$ cat src/rtl/jump_pkg.sv
// Shared definitions between jump_motion and the game state machine:
// state encoding, playfield geometry and default motion constants.
package jump_pkg;

  typedef enum logic [2:0] {
    ST_INIT = 3'd0,
    ST_RELD = 3'd1,
    ST_WAIT = 3'd2,
    ST_ACCU = 3'd3,
    ST_JUMP = 3'd4,
    ST_LAND = 3'd5,
    ST_OVER = 3'd6
  } game_state_e;

  localparam int unsigned BLOCK_WIDTH     = 20;
  localparam int unsigned ORIGIN          = 0;
  localparam int unsigned DEF_GAP_MIN     = 40;
  localparam int unsigned DEF_SPEED       = 4;
  localparam int unsigned DEF_RELOAD_STEP = 4;

  function automatic logic [31:0] min_u32(input logic [31:0] a, input logic [31:0] b);
    return (a < b) ? a : b;
  endfunction

endpackage

$ cat src/rtl/jump_motion_lfsr8.sv
// 8-bit Fibonacci LFSR (x^8+x^6+x^5+x^4+1) that randomises the block gap.
// Advances once per enabled cycle; reset reloads the seed.
module lfsr8 #(
  parameter logic [7:0] SEED = 8'hA5
) (
  input  logic       clk_machine,
  input  logic       rst_machine,
  input  logic       en,
  output logic [7:0] q
);

  logic fb;

  assign fb = q[7] ^ q[5] ^ q[4] ^ q[3];

  always_ff @(posedge clk_machine or posedge rst_machine) begin
    if (rst_machine) begin
      q <= SEED;
    end else if (en) begin
      q <= {q[6:0], fb};
    end
  end

endmodule

$ cat src/rtl/jump_motion.sv
// Charge, jump, next-block and scroll-back datapath driven by the game state.
// All outputs are registered; motion advances only on frame ticks.
module jump_motion
  import jump_pkg::*;
#(
  parameter int unsigned CHARGE_W    = 8,
  parameter int unsigned CHARGE_MAX  = 200,
  parameter int unsigned SPEED       = DEF_SPEED,
  parameter int unsigned RELOAD_STEP = DEF_RELOAD_STEP,
  parameter int unsigned GAP_MIN     = DEF_GAP_MIN,
  parameter logic [7:0]  LFSR_SEED   = 8'hA5
) (
  input  logic                clk_machine,
  input  logic                rst_machine,
  input  logic                i_tick,
  input  logic                i_btn,
  input  logic [2:0]          state,
  output logic                o_jump_done,
  output logic [31:0]         o_x_man,
  output logic [31:0]         o_x_block1,
  output logic [31:0]         o_x_block2,
  output logic                reload_done,
  output logic [CHARGE_W-1:0] o_charge
);

  logic [CHARGE_W-1:0] remain;
  logic [7:0]          lfsr;
  logic [1:0]          unused_lfsr_hi;
  logic                lfsr_en;
  logic [31:0]         jump_step;
  logic [31:0]         reload_step;
  logic [31:0]         gap;

  function automatic logic [CHARGE_W-1:0] charge_inc(input logic [CHARGE_W-1:0] c);
    return (c >= CHARGE_W'(CHARGE_MAX)) ? CHARGE_W'(CHARGE_MAX) : c + CHARGE_W'(1);
  endfunction

  function automatic logic [31:0] sub_sat0(input logic [31:0] a, input logic [31:0] b);
    return (a > b) ? a - b : 32'd0;
  endfunction

  // The gap uses the LFSR value from before this INIT cycle's advance.
  assign lfsr_en        = (state == ST_INIT);
  assign unused_lfsr_hi = lfsr[7:6];
  assign gap            = 32'(GAP_MIN) + {26'd0, lfsr[5:0]};
  assign jump_step      = min_u32(32'(SPEED), 32'(remain));
  assign reload_step    = min_u32(32'(RELOAD_STEP), o_x_block1);

  lfsr8 #(
    .SEED(LFSR_SEED)
  ) u_lfsr (
    .clk_machine(clk_machine),
    .rst_machine(rst_machine),
    .en         (lfsr_en),
    .q          (lfsr)
  );

  always_ff @(posedge clk_machine or posedge rst_machine) begin
    if (rst_machine) begin
      o_x_man     <= 32'd0;
      o_x_block1  <= 32'd0;
      o_x_block2  <= 32'(GAP_MIN);
      o_charge    <= '0;
      remain      <= '0;
      o_jump_done <= 1'b0;
      reload_done <= 1'b0;
    end else begin
      o_jump_done <= 1'b0;
      reload_done <= 1'b0;
      case (state)
        ST_WAIT: begin
          o_charge <= '0;
          remain   <= '0;
        end
        ST_ACCU: begin
          // Release wins over a coincident tick; zero charge is a legal jump.
          if (!i_btn) begin
            remain      <= o_charge;
            o_jump_done <= 1'b1;
          end else if (i_tick) begin
            o_charge <= charge_inc(o_charge);
          end
        end
        ST_JUMP: begin
          if (i_tick) begin
            if (remain != '0) begin
              o_x_man <= o_x_man + jump_step;
              remain  <= remain - CHARGE_W'(jump_step);
            end else begin
              o_jump_done <= 1'b1;
              o_charge    <= '0;
            end
          end
        end
        ST_INIT: begin
          o_x_block1 <= o_x_block2;
          o_x_block2 <= o_x_block2 + gap;
        end
        ST_RELD: begin
          if (o_x_block1 == 32'd0) begin
            reload_done <= 1'b1;
          end else if (i_tick) begin
            o_x_block1 <= o_x_block1 - reload_step;
            o_x_block2 <= o_x_block2 - reload_step;
            o_x_man    <= sub_sat0(o_x_man, reload_step);
          end
        end
        default: begin
        end
      endcase
    end
  end

endmodule

$ cat config.mk
export PLATFORM = sky130hd
export DESIGN_NAME = jump_motion
export DESIGN_NICKNAME = d
export VERILOG_FILES = /design/src/rtl/jump_pkg.sv /design/src/rtl/jump_motion_lfsr8.sv /design/src/rtl/jump_motion.sv
export SDC_FILE = /design/constraint.sdc
export NUM_CORES = 1
export LEC_CHECK = 0
export CAP_MARGIN = 20
export CORE_ASPECT_RATIO = 1.1
export CORE_UTILIZATION = 55
export DETAILED_ROUTE_END_ITERATION = 12
export GPL_TIMING_DRIVEN = 0
export PLACE_DENSITY = 0.78
export SLEW_MARGIN = 20
export SYNTH_ARGS = -nofsm -noshare
export SYNTH_HDL_FRONTEND = slang
export SYNTH_SLANG_ARGS = --single-unit
$ cat constraint.sdc
create_clock -name clk_machine -period 12 [get_ports clk_machine]
set_clock_uncertainty 0.2 [all_clocks]
set_input_delay 1.8 -clock clk_machine [delete_from_list [all_inputs] [get_ports clk_machine]]
set_output_delay 1.8 -clock clk_machine [all_outputs]
set_load 0.05 [all_outputs]
After elaboration in Yosys (flattened, before gate mapping) --
Index checks and enable logic that the tools add are counted. Widths: inputs -> output; s select.
Word-level totals: bits in registers 122, input port bits 7
Cells by class: add/subtract/negate cells 8, reduce and logical (&&, ||, !) cells 10, mux-type cells 30, order comparisons 4, eq/ne operators 12, bitwise gates (word level) 3
Operators by type and width (number):
- $mux 32 | 10
- $pmux 32 s2 | 3
- $sub 32x32->32 | 3
- $mux 8 | 9
- $pmux 8 s3 | 2
- $add 32x7->32 | 1
- $add 32x8->32 | 1
- $gt 32x32->1 | 1
- $logic_not 32->1 | 1
- $lt 3x32->1 const A | 1
- $ne 2x2->1 const B | 8
- $reduce_and 5->1 | 2
- $add 8x1->8 const B | 1
- $ge 8x8->1 const B | 1
- $lt 3x8->1 const A | 1
- $reduce_bool 8->1 | 1
- $sub 8x8->8 | 1
- $add 6x6->7 const A | 1
- $eq 3x2->1 const B | 2
- $mux 1 | 5
- $reduce_and 4->1 | 1
- $reduce_bool 2->1 | 2
- $eq 3x1->1 const B | 1
- $eq 3x3->1 const B | 1
- other kinds (5) | 7

Longest topological paths before layout --
Gate-level depths: netlist (run 1).
word-level depth 7, gate-level depth with buffers 19

Hierarchy --
A second synthesis (run 1) with hierarchy kept.
Unflattened totals: cells, all modules 1357, area total of the unflattened synthesis 10800.4 µm²
By module, submodules not included:
- jump_motion | cells an instance 1335, area an instance 10472.5 µm², times used 1
- lfsr8 | cells an instance 22, area an instance 327.8 µm², times used 1

Least setup slack after synthesis (run 1) --
Ideal clock, no wire load.
path type register to register, start reg o_x_block1[5], end reg o_x_man[2], required time 11.674 ns, path slack 7.316 ns, buffers on the path 1, cell stages (with the launch flop) 19, data arrival time 4.358 ns, cells stage by stage dfrtp_1 or4_4 nor4b_4 nand4b_1 inv_1 and2_1 ha_1 fa_1 nand3b_1 a21boi_0 o21ai_0 nand3b_1 a221oi_2 a32oi_1 a221oi_2 nor2_1 clkbuf_1 a221oi_1 nor2_1
Between the ends: word-level cells in the longest chain between the ends 7, elaborated cells on any way between the ends 11, those cells by class 1 x add/sub; 2 x order compare; 1 x eq/ne; 5 x mux; 2 x reduce/logical
RTL lines:
- start: declaration | RTL line jump_motion.sv:20 | output logic [31:0] o_x_block1,
- start signal: assignment | RTL line jump_motion.sv:96 | o_x_block1 <= o_x_block2;
- start signal: assignment | RTL line jump_motion.sv:103 | o_x_block1 <= o_x_block1 - reload_step;
- $lt 3x32->1 | RTL line jump_pkg.sv:22 | return (a < b) ? a : b;
- $mux 32 | RTL line jump_pkg.sv:22
- $sub 32x32->32 or $gt 32x32->1 (tied branches) | RTL line jump_motion.sv:39 | return (a > b) ? a - b : 32'd0;
- $mux 32 | RTL line jump_motion.sv:39
- $mux 32 | RTL line jump_motion.sv:102 | end else if (i_tick) begin
- $mux 32 | RTL line jump_motion.sv:100 | if (o_x_block1 == 32'd0) begin
- $pmux 32 s2 | RTL line jump_motion.sv:70 | case (state)
- end signal: assignment | RTL line jump_motion.sv:87 | o_x_man <= o_x_man + jump_step;
- end signal: assignment | RTL line jump_motion.sv:105 | o_x_man <= sub_sat0(o_x_man, reload_step);
- end: declaration | RTL line jump_motion.sv:19 | output logic [31:0] o_x_man,
Parallel ways exist; a longest one is shown, timed or not. The select of a mux whose other input is x is not followed. A chain may end at the register's enable or synchronous reset.

Worst setup path after layout (run 1) --
start reg o_x_block1[22], end reg o_x_man[5]
The elaborated chain is that of the path after synthesis.

==> flow_summary.ini, run 1 <==
[synth]
ys_seq_area_share_pct = 28.8
syn_area_per_cell_sq_um = 7.85
async_flop_share_pct = 100
synth_seq_cells = 122
synth_top_area_share_pct = 27.3
yosys-top-cells-area = dfrtp_1 27%, ha_1 11%, o21ai_0 7.5%, a21oi_1 6.7%, nand2_1 5.2%
yosysUniqueCellTypes = 77
synth_area_sq_um = 10600
syn_inst = 1354
ys.flop_type = dfrtp_1
synth_area_leader_cell = dfrtp_1
yosys_warnings = 0
synth_edf_count = 0

[placed_design]
placed_cells = 1774
place_congestion = 0.961
port_buffers = 112
dpl_cell_area_sq_um = 12300
dp.final_hpwl_microns = 25700

[setup_path]
reg2reg_slack_ns = 6.22
r2r-start = o_x_block1[22]
cp_max_fo = 10
max_stage_delay_ns = 0.49
startpoint = o_x_block1[22]
crit_chain = or4_1 -> clkbuf_1 -> nor4_4 -> nand4b_1 -> inv_1 -> and2_1 -> ha_1 -> fa_1 -> nand3b_1 -> a21boi_0 -> o21ai_0 -> nand3b_1 -> a221oi_2 -> a32oi_1 -> a221oi_2 -> nor2_1 -> clkbuf_1 -> a221oi_1 -> nor2_1
critical_path.top_delay_family = compound AO/OA/AOI/OAI gates
critPathSlowestCell = or4_1
cp_num_buf_inv = 3
endpoint_kind = register
critPathLaunchType = register
cp_data_arrival_time_ns = 5.89
required_ns = 12.11
critPathKind = reg2reg

[power]
leakage_nw = 5.57
power_density_nw_per_um2 = 235
ir_drop_mv = 0.185
total_power_w = 0.00305

[sta]
fin_crit_sh_pct = 48.2
timing.slew.headroom_pct = 33.8
holdWs_ns = 0.280
drv_slew = 0
worst_pin_slew_ns = 0.978
period_minus_slack_ns = 5.78
setup_viol = 0
hold_viol_final = 0
rsz0062_at_grt = no
tns_ns = 0
fmax_ghz = 0.173

[route]
wirelength_microns = 34900
ant_nets = 0
drc_errors = 0
drt_iter0_markers = 1312
wl_per_cell_microns = 19.3
via_per_inst = 6.39
vias = 11500
drt_pass1_iterations = 5

[worst_hold_path]
hold_path.startpoint = u_lfsr.q[7]
holdCritPathClass = reg2reg

[global_route]
grt_max_degree = 91
grt_usage_pct = 35.6
grt_overflow = 0
antenna_found_initial = 0
grt_pass1_wl_microns = 55300
grt_pass1_vias = 10700

[floorplanning]
initial_utilization_pct = 56.9
io_pins = 113
chipWidth_microns = 135
die_h_microns = 148
num_rows = 52
core-area_sq_um = 18700
die_area_sq_um = 19900

[clock_tree]
cts_resized = 0
cts_hold_buf = 0
postCtsSetupBuffers = 0
cts_tree = yes
clk_pin_slew_ns = 0.06
ctsLongestPathBuffers = 2
h-tree-depth = 4
clkLatencyLatePin_ns = 0.43
cts_buffers = 17
clock-sinks = 122
cts_root_buf = clkbuf_16

[cells_and_area]
fill_cells = 1535
syn2layout_area_growth_pct = 22.3
diodes = 0
final_area_sq_um = 13000
final_cell_count_no_fill = 1806
drive_above_1_share_pct = 4.61
final_nets = 1651

[status]
status = complete, no violations

[flow_run]
cap_violations = 0
placed cells by master (no fill, tap or decap), drive strengths merged, types with 9 or more instances in the layout:
| cell | n |
|---|---|
| a211oi | 9 |
| a21o | 34 |
| a21oi | 142 |
| a221oi | 9 |
| a22oi | 18 |
| a31oi | 30 |
| and2 | 9 |
| and3 | 24 |
| buf | 12 |
| clkbuf | 56 |
| clkdlybuf4s50 | 112 |
| conb | 66 |
| dfrtp | 116 |
| ha | 90 |
| inv | 49 |
| nand2 | 149 |
| nand2b | 12 |
| nand3 | 35 |
| nand4 | 17 |
| nor2 | 119 |
| nor3 | 40 |
| nor4 | 17 |
| o21a | 10 |
| o21ai | 160 |
| o21bai | 14 |
| o221ai | 9 |
| o22ai | 15 |
| xnor2 | 50 |
| xor2 | 18 |
area by class of cell:
class                           instances  area, sq um  share of cell area (%)
Multi-Input combinational cell       1201         7440                    57.3
Sequential cell                       122         3060                    23.5
Timing Repair Buffer                  113         1150                    8.84
Clock buffer                           17          425                    3.27
Tap cell                              243          304                    2.34
Clock inverter                         15          239                    1.84
Buffer                                 50          199                    1.53
Inverter                               45          176                    1.36
path summary, 6_finish.rpt:
kind | endpoint | cells after the start
min in group asynchronous | u_lfsr.q[3] | 2
worst max-delay path | o_x_man[5] | 19
max in group asynchronous | o_x_man[7] | 3
worst min-delay path | u_lfsr.q[7] | 2
worst max register to register | o_x_man[5] | 19
worst min register to register | u_lfsr.q[7] | 2
worst min-delay path, cell delays in order, from the launching register on:
cell and delay (ns):
dfstp_2 0.38, nand2_1 0.05, nand2_1 0.05
where the power goes:
group          leakage, nW  switching (W)  total, W  internal [W]
combinational         3.72        0.00106   0.00171      0.000649
sequential            1.52       0.000215  0.000748      0.000533
clock                0.321       0.000217  0.000591      0.000373
total                 5.57        0.00150   0.00305       0.00156
cell families (layout without fill, tap and decap cells):
group | count (synthesis) | count (layout) | synth area share (%)
buf+inv | 95 | 240 | 3.46
other cells | 2 | 66 | 0.0707
fa+ha+maj | 94 | 94 | 11.3
xor+xnor | 68 | 68 | 5.60
compound gates | 511 | 511 | 29.6
flops | 122 | 122 | 28.8
mux | 5 | 5 | 0.483
simple gates | 457 | 457 | 20.6
sequential cells by signal, summed over array words and instances (netlist names):
signal / count
o_charge: 8
o_x_man: 32
reload_done: 1
remain: 8
u_lfsr.q: 8
o_x_block2: 32
o_jump_done: 1
o_x_block1: 32
layer usage:
metal  vias to the layer above  track usage (%)  part of all wire [%]
met4                         0             21.1                   4.9
li1                       5367                -                     -
met5                         -                0                     0
met3                       143             7.20                   8.5
met2                       618             57.3                    47
met1                      5405             44.2                    39
metrics by stage:
stage / util (%) / setup WS, ns
global placement: 65.8 / 4.77
CTS: 69.6 / 6.32
finish: 69.6 / 6.22
floorplan: - / 6.77
global route: 69.6 / 5.79
detailed placement: 66.0 / 6.36
Yosys cell counts (15+ instances only):
| library cell | n |
|---|---|
| a21o_1 | 34 |
| a21oi_1 | 142 |
| a22oi_1 | 18 |
| a31oi_1 | 30 |
| and3_1 | 24 |
| clkbuf_1 | 39 |
| dfrtp_1 | 116 |
| ha_1 | 90 |
| inv_1 | 45 |
| nand2_1 | 146 |
| nand3_1 | 35 |
| nand4_1 | 17 |
| nor2_1 | 117 |
| nor3_1 | 40 |
| nor4_1 | 16 |
| o21ai_0 | 159 |
| o22ai_1 | 15 |
| xnor2_1 | 50 |
| xor2_1 | 18 |
(Power assumes the default switching activity.)
==> run 2: changes to the inputs <==
--- a/config.mk
+++ b/config.mk
@@ -7,7 +7,7 @@
 export LEC_CHECK = 0
 export CAP_MARGIN = 20
 export CORE_ASPECT_RATIO = 1.1
-export CORE_UTILIZATION = 55
+export CORE_UTILIZATION = 53
 export DETAILED_ROUTE_END_ITERATION = 12
 export GPL_TIMING_DRIVEN = 0
 export PLACE_DENSITY = 0.78
==> constraint.sdc (replaced) <==
create_clock -name clk_machine -period 4.9 [get_ports clk_machine]
set_clock_uncertainty 0.2 [all_clocks]
set_input_delay 0.735 -clock clk_machine [delete_from_list [all_inputs] [get_ports clk_machine]]
set_output_delay 0.735 -clock clk_machine [all_outputs]
set_load 0.05 [all_outputs]
==> run 2 against run 1 <==
Register-to-register slack worse by 6.0 ns. Largest cell class unchanged. Design area grew 2.8%. Highest routed layer unchanged. Maximum frequency is 23% higher. Non-clock buffer count rose by 24. Sequential cell count is the same.
==> flow_summary.ini, run 2 (same netlist as run 1, synthesis figures left out) <==
[cells_and_area]
final_common_cell = o21ai_0
syn2layout_area_growth_pct = 25.7
final_nets = 1675
drive_above_1_share_pct = 8.13
diodes = 0
top_regs = o_x_block1: 32 flops, o_x_block2: 32 flops, o_x_man: 32 flops
layout_common_cells = 154 x o21ai_0, 145 x nand2_1, 140 x a21oi_1
final_area_sq_um = 13400

[sta]
tns_ns = 0
setup_viol = 0
period_minus_slack_ns = 4.70
fin_crit_sh_pct = 96.0
drv_slew = 0
fmax_ghz = 0.213
worst_pin_slew_ns = 0.957
timing.slew.headroom_pct = 36.2
hold_viol_final = 0

[power]
p_sw_share_pct = 49.5
switchingPower_w = 0.00375
leakage_nw = 5.71
seq_power_share_pct = 24.2
combPwrFrac_pct = 57.8
power.internal_w = 0.00383
clkPwrFrac_pct = 18.0
ir_drop_mv = 0.489
power_density_nw_per_um2 = 567

[placed_design]
place_congestion = 0.921
port_buffers = 112
dp.final_hpwl_microns = 26100
dpl_cell_area_sq_um = 12300

[floorplanning]
io_pins = 113
core-area_sq_um = 19400
initial_utilization_pct = 54.9
chipWidth_microns = 137
die_area_sq_um = 20600
num_rows = 53
die_h_microns = 151

[clock_tree]
clkLatencyLatePin_ns = 0.44
cts_buffers = 17
h-tree-depth = 4
clk_pin_slew_ns = 0.06
clock-sinks = 122
cts_root_buf = clkbuf_16
ctsLongestPathBuffers = 2
cts_hold_buf = 0
cts_tree = yes

[route]
wirelength_microns = 36400
vias = 11800
ant_nets = 0
via_per_inst = 6.43
wl_per_cell_microns = 19.8
drc_errors = 0
drt_iter0_markers = 1117
drt_pass1_iterations = 6

[setup_path]
critical_path.top_delay_family = simple AND/OR/NAND/NOR gates
cp_num_buf_inv = 2
critPathSlowestCell = or4_4
crit_chain = or4_4 -> nor4b_4 -> nand4b_1 -> inv_2 -> and2_4 -> ha_4 -> fa_2 -> nand3b_1 -> a21boi_1 -> o21ai_1 -> nand3b_1 -> a221oi_4 -> a32oi_4 -> buf_4 -> a211oi_4 -> o21ai_2 -> xnor2_1 -> o221ai_1
startpoint = o_x_block1[5]
reg2reg_slack_ns = 0.20
cp_data_arrival_time_ns = 4.80
path_common_cell = nand3b_1
critPathLaunchType = register
reg2reg_depth = 18
max_stage_delay_ns = 0.56
critPathKind = reg2reg
endpoint_kind = register
cp_max_fo = 5
r2r-start = o_x_block1[5]
crit_cells = 18
required_ns = 4.99
reg2reg_to = o_x_man[30]

[worst_hold_path]
min_to = u_lfsr.q[7]
holdCritPathClass = reg2reg
holdPathStages = 2
hold_path.startpoint = u_lfsr.q[6]

[global_route]
grt_pass1_wl_microns = 57100
antenna_found_initial = 0
grt_max_degree = 102
grt_pass1_vias = 11100
grt_overflow = 0
grt_usage_pct = 36.1

[status]
status = complete, no violations

[flow_run]
cap_violations = 0
run 2: changes by cell type in the layout (fill, tap and decap cells not counted), sizes merged:
| cell | before | now |
|---|---|---|
| clkinv | 5 | 6 |
| clkbuf | 56 | 54 |
| bufinv | 5 | 4 |
| buf | 12 | 38 |
| clkinvlp | 1 | 4 |
| inv | 49 | 46 |
run 2: metrics by stage:
step	power [W]	cells	setup WS (ns)	utilization, %	hold WS, ns
6_report	0.00757	1834	0.196	69.0	0.278
5_1_grt	0.00800	1834	-0.00250	69.0	0.295
4_1_cts	0.00739	1819	0.0603	67.8	0.278
3_5_place_dp	0.00596	1779	-0.775	63.7	0.264
3_3_place_gp	0.00587	1777	-1.24	63.5	0.252
2_1_floorplan	0.00474	1418	0.216	-	0.240
run 2: worst min-delay path: stages (launching register included):
cell and delay [ns]:
dfrtp_1 0.34, nand2_1 0.05, nand2_1 0.06
run 2: timing repair:
| action | CTS | global route |
|---|---|---|
| setup buffers | 9 | 15 |
| resized for setup | 23 | 29 |
| pin swaps | 7 | 15 |
| setup endpoints to repair | 47 | 36 |
run 2: final cells by class:
type                            instances  area, sq um
Timing Repair Buffer                  138         1330
Multi-Input combinational cell       1201         7640
Inverter                               45          176
Clock buffer                           17          425
Fill cell                            1655         6000
Clock inverter                         15          200
Sequential cell                       122         3070
Buffer                                 49          205
Tap cell                              247          309
run 2: worst max-delay path by stage:
stage | to | slack, ns
finish | o_x_man[30] | 0.20
detailed placement | o_x_man[6] | -0.77
CTS | o_x_man[3] | 0.06
global route | o_x_man[27] | -0.003
global placement | o_x_block2[20] | -1.24
floorplan | o_x_man[2] | 0.22
run 2: power by group through the flow:
stage	Clock [W]	Combinational, W	Sequential, W
floorplan	0	0.00219	0.00255
global placement	0	0.00405	0.00182
detailed placement	0	0.00414	0.00182
CTS	0.00136	0.00422	0.00181
global route	0.00140	0.00473	0.00186
finish	0.00136	0.00438	0.00183
run 2: routing by layer:
layer,vias up,GRT usage [%],wire (microns)
li1,5425,-,-
met5,-,0,0
met2,660,58.2,17000
met3,181,7.24,3310
met1,5523,44.0,13800
met4,0,22.5,2280
